===== config.mk =====
export PLATFORM = sky130hd
export DESIGN_NAME = piso_serializer
export DESIGN_NICKNAME = d
export VERILOG_FILES = /design/src/rtl/piso_serializer.sv
export SDC_FILE = /design/constraint.sdc
export NUM_CORES = 1
export LEC_CHECK = 0
export ABC_AREA = 0
export BUFFER_PORTS_ARGS = -buffer_cell sky130_fd_sc_hd__buf_2
export CORE_MARGIN = 4
export CORE_UTILIZATION = 52
export CTS_CLUSTER_SIZE = 40
export DETAILED_ROUTE_END_ITERATION = 7
export PLACE_DENSITY = 0.83
export SKIP_CTS_REPAIR_TIMING = 1
export SYNTH_ARGS = -nofsm -noshare
export SYNTH_HDL_FRONTEND = slang
export SYNTH_SLANG_ARGS = --single-unit

===== constraint.sdc =====
create_clock -name clk -period 2.3 [get_ports clk]
set_clock_uncertainty 0.2 [all_clocks]
set_input_delay 0.575 -clock clk [delete_from_list [all_inputs] [get_ports clk]]
set_output_delay 0.575 -clock clk [all_outputs]
set_load 0.005 [all_outputs]

===== src/rtl/piso_serializer.sv =====
// piso_serializer: parallel-in / serial-out converter with a valid/ready
// input handshake and registered serial outputs (d_out, d_valid,
// frame_start, frame_last, busy). IDLE_BITS optionally inserts a fixed
// number of idle cycles between consecutive words.
module piso_serializer #(
    parameter int WIDTH     = 8,
    parameter bit MSB_FIRST = 1'b1,
    parameter int IDLE_BITS = 0
) (
    input  logic             clk,
    input  logic             rst,
    input  logic [WIDTH-1:0] in_data,
    input  logic             in_valid,
    output logic             in_ready,
    output logic             d_out,
    output logic             d_valid,
    output logic             frame_start,
    output logic             frame_last,
    output logic             busy
);

    localparam int               CNT_W    = (WIDTH > 1) ? $clog2(WIDTH) : 1;
    localparam logic [CNT_W-1:0] CNT_LAST = CNT_W'(WIDTH - 1);
    localparam logic [3:0]       GAP_LAST = (IDLE_BITS > 0) ? 4'(IDLE_BITS - 1) : 4'd0;

    typedef enum logic [1:0] {
        IDLE  = 2'd0,
        SHIFT = 2'd1,
        GAP   = 2'd2
    } state_t;

    state_t           state, state_next;
    logic [WIDTH-1:0] shreg, shreg_next;
    logic [CNT_W-1:0] cnt, cnt_next;
    logic [3:0]       gap_cnt, gap_cnt_next;
    logic             d_out_next, d_valid_next, frame_start_next, frame_last_next, busy_next;
    logic             last_bit;
    logic             handshake;

    // Bit that goes on the wire first from a word in the shift register.
    function automatic logic first_bit(input logic [WIDTH-1:0] w);
        return MSB_FIRST ? w[WIDTH-1] : w[0];
    endfunction

    // Advance the shift register by one bit in transmit order.
    function automatic logic [WIDTH-1:0] shift_word(input logic [WIDTH-1:0] w);
        return MSB_FIRST ? (w << 1) : (w >> 1);
    endfunction

    assign last_bit = (state == SHIFT) && (cnt == CNT_LAST);

    // in_ready is a function of state, counter and reset only, so a word
    // offered while rst is high is never accepted.
    assign in_ready  = !rst && ((state == IDLE) || (last_bit && (IDLE_BITS == 0)));
    assign handshake = in_valid && in_ready;

    // Next-state, datapath and next-output computation.
    always_comb begin
        // NOTE: every variable gets a default first so no path leaves one
        // unassigned, which would otherwise infer a latch.
        state_next       = state;
        shreg_next       = shreg;
        cnt_next         = cnt;
        gap_cnt_next     = gap_cnt;
        d_out_next       = 1'b0;
        d_valid_next     = 1'b0;
        frame_start_next = 1'b0;
        frame_last_next  = 1'b0;

        if (handshake) begin
            // Capture the word and present its first bit next cycle.
            state_next       = SHIFT;
            shreg_next       = in_data;
            cnt_next         = '0;
            d_out_next       = first_bit(in_data);
            d_valid_next     = 1'b1;
            frame_start_next = 1'b1;
        end else begin
            unique case (state)
                IDLE: begin
                    state_next = IDLE;
                end
                SHIFT: begin
                    if (!last_bit) begin
                        shreg_next      = shift_word(shreg);
                        cnt_next        = cnt + 1'b1;
                        d_out_next      = first_bit(shreg_next);
                        d_valid_next    = 1'b1;
                        frame_last_next = (cnt_next == CNT_LAST);
                    end else if (IDLE_BITS > 0) begin
                        state_next   = GAP;
                        gap_cnt_next = '0;
                    end else begin
                        state_next = IDLE;
                    end
                end
                GAP: begin
                    if (gap_cnt == GAP_LAST) begin
                        state_next = IDLE;
                    end else begin
                        gap_cnt_next = gap_cnt + 1'b1;
                    end
                end
                default: begin
                    state_next = IDLE;
                end
            endcase
        end

        busy_next = (state_next != IDLE);
    end

    // State, datapath and output registers with synchronous reset.
    always_ff @(posedge clk) begin
        if (rst) begin
            // NOTE: the shift register is cleared on reset along with the
            // control state so no stale word can reappear on d_out.
            state       <= IDLE;
            shreg       <= '0;
            cnt         <= '0;
            gap_cnt     <= '0;
            d_out       <= 1'b0;
            d_valid     <= 1'b0;
            frame_start <= 1'b0;
            frame_last  <= 1'b0;
            busy        <= 1'b0;
        end else begin
            // NOTE: non-blocking assignments so every register samples the
            // pre-edge values regardless of statement order.
            state       <= state_next;
            shreg       <= shreg_next;
            cnt         <= cnt_next;
            gap_cnt     <= gap_cnt_next;
            d_out       <= d_out_next;
            d_valid     <= d_valid_next;
            frame_start <= frame_start_next;
            frame_last  <= frame_last_next;
            busy        <= busy_next;
        end
    end

endmodule


==> reports/qor.yml <==
status:
  status: "finished clean"
global_routing:
  gr-usage-met3_pct: 6.231
  grt_max_degree: 18
  grt_antenna_before_repair: 0
  grt_use_met2_pct: 26.96
  grt_overflow: 0
  use_met1_pct: 16.91
  grt_pass1_vias: 712
  grt_pass1_wl_um: 2946
  busiest_layer: "met2"
  grt_usage_pct: 15.88
clock_network:
  clk_path_buf_depth: 2
  cts_tree: "done"
  htreeDepth: 1
  cts_buffers: 3
  cts.clk_slew.worst_paths_ns: 0.11
  clock-root-buffer: "clkbuf_4"
  clock_sinks: 21
  clk_latency_ns: 0.31
job:
  drv_cap: 0
synth:
  ys_seq_elements: 21
  ys_types: 27
  synth_fp_nets: 127
  synthesis.area_um2: 942.2
  yosysSeqAreaShare_pct: 44.62
  syn_area_per_cell_um2: 8.724
  yosysWarnings: 0
  synthesis.instances: 108
floorplanning:
  io_pins: 17
  die_y_um: 50.57
  dieArea_um2: 2557
  num_rows: 15
  start_util_pct: 54.57
  die_x_um: 50.57
  core_area_um2: 1727
setup_path:
  crit_chain: "inv_1 > ha_1 > a21o_1 > nor2b_2 > buf_2"
  startpoint: "state[1]$_SDFF_PP0_"
  path_buf_inv: 2
  crit_path_top_delay_cell: "dfxtp_2"
  worstPathArrival_ns: 1.44
  path_delay_family: "flip-flops"
  cp-start-kind: "register"
  critPathMaxFanout: 4
  slowest_delay_ns: 0.35
  end_kind: "output pin"
  worstPathRequired_ns: 1.52
  crit_type: "register to output pin"
  regToRegStartpoint: "state[1]$_SDFF_PP0_"
power:
  power_density_nw_per_um2: 565.1
  p_leak_nw: 0.4697
  power_mw: 0.6399
  ir_worst_vdd_uv: 431.1
timing:
  hold-worst-slack_ns: 0.2694
  min_period_ns: 2.216
  tns_ns: 0
  rsz0062_at_grt: "no"
  hold_violations: 0
  finalSetupViolCount: 0
  period_share_pct: 96.35
  max_freq_mhz: 451.2
  max_slew_margin_pct: 77.10
  tightest_slew_ns: 0.3428
  slew_viol_final: 0
  fin_ws_ns: 0.08385
cells_and_area:
  final_util_pct: 65.58
  diodes: 0
  layout-drive-gt1-share_pct: 26.92
  stdcell_count: 155
  fin_area_um2: 1132
  nets: 150
  syn_to_final_growth_pct: 20.19
detailed_routing:
  dr.pass1.iters: 4
  routedWlPerCell_um: 12.26
  vias: 812
  detail_route.vias_per_cell: 5.239
  wirelength_um: 1900
  ant_nets: 0
  remaining_drc_errors: 0
  drtIter0Drc: 10
placement:
  post-place-ws_ns: 0.2597
  dp_cells: 148
  post_dp_cell_area_um2: 1060
  place_congestion: 0.7632
  io_buffers: 16
  hpwl_um: 1353
min_path:
  min_from: "in_data[7]"
  worstHoldPathType: "input pin to register"
-- state kept, by name, summed over array words and instances, names as in the netlist --
| name | flops |
|---|---|
| state | 2 |
| cnt | 3 |
| shreg | 7 |
| busy | 1 |
| gap_cnt | 4 |
| d_out | 1 |
| frame_start | 1 |
| d_valid | 1 |
| frame_last | 1 |
-- layout by cell type, fill, tap and decap left out, types with 4 or more instances in the layout --
master,count
nand2_1,18
dfxtp_1,17
buf_2,16
nor2_1,12
inv_1,6
a311oi_1,6
ha_1,6
buf_4,6
a21oi_1,5
o21ai_0,4
dfxtp_2,4
-- kinds of logic after synthesis --
kind of cell / count (synthesis) / share of synthesized area, %
buffers and inverters: 11 / 4.514
muxes: 1 / 1.062
xor gates and xnor gates: 3 / 2.789
AOI/OAI and AO/OA: 21 / 15.27
DFF: 21 / 44.62
and+or+nand+nor: 43 / 21.12
adders and majority gates: 8 / 10.62
-- cell type report --
| class | count | area [um^2] |
|---|---|---|
| Fill cell | 147 | 594.3 |
| Clock inverter | 1 | 5.005 |
| Sequential cell | 21 | 425.4 |
| Inverter | 7 | 26.28 |
| Clock buffer | 3 | 22.52 |
| Tap cell | 25 | 31.28 |
| Timing Repair Buffer | 22 | 125.1 |
| Multi-Input combinational cell | 76 | 496.7 |
-- metal layers --
| metal | part of all wire (%) | vias up | wire length [um] |
|---|---|---|---|
| met1 | 41 | 378 | 771 |
| met4 | 1.7 | 0 | 32 |
| met2 | 51 | 19 | 973 |
| met5 | 0 | - | 0 |
| li1 | - | 411 | - |
| met3 | 6.5 | 4 | 123 |
-- synthesized netlist by cell type (all sizes together) --
master | instances | share of area [%]
o211ai | 1 | 0.80
a211oi | 1 | 0.80
a311oi | 6 | 5.6
ha | 8 | 11
mux2i | 1 | 1.1
a21o | 2 | 1.6
buf | 1 | 0.53
nand3 | 2 | 1.1
a21oi | 5 | 2.7
nand2 | 19 | 8.4
nor2b | 3 | 2.0
a21boi | 1 | 0.80
inv | 7 | 2.8
xnor2 | 3 | 2.8
nor3 | 1 | 0.53
or4 | 1 | 0.80
clkbuf | 3 | 1.2
nand2b | 2 | 1.3
dfxtp | 21 | 45
a211o | 1 | 0.93
nand4 | 1 | 0.66
o21ai | 4 | 2.1
nor3b | 1 | 0.80
nand3b | 1 | 0.80
nor2 | 12 | 4.8
-- power breakdown --
| group | internal [mW] | leakage (nW) | total (mW) | switching (mW) |
|---|---|---|---|---|
| clock network | 0.0651 | 0.0177 | 0.179 | 0.114 |
| registers | 0.379 | 0.173 | 0.387 | 0.00763 |
| logic | 0.0332 | 0.279 | 0.0739 | 0.0407 |
-- worst register-to-register path: cells and delay by family, from the launching register on --
kind,cells,cell delay (ns)
simple gates,2,0.54
flops,1,0.35
buf+inv,3,0.28
compound gates,2,0.35
fa+ha+maj,1,0.22
-- worst paths after layout --
kind / end / slack [ns] / cells past startpoint
setup / recovery: in_ready / 0.08 / 5
hold / removal: d_out$_SDFF_PP0_ / 0.27 / 3
setup reg to reg: gap_cnt[2]$_SDFFE_PP0P_ / 0.28 / 8
hold reg to reg: cnt[2]$_SDFFE_PP0P_ / 0.29 / 2
No activity file was read; power rests on OpenSTA's default activity.
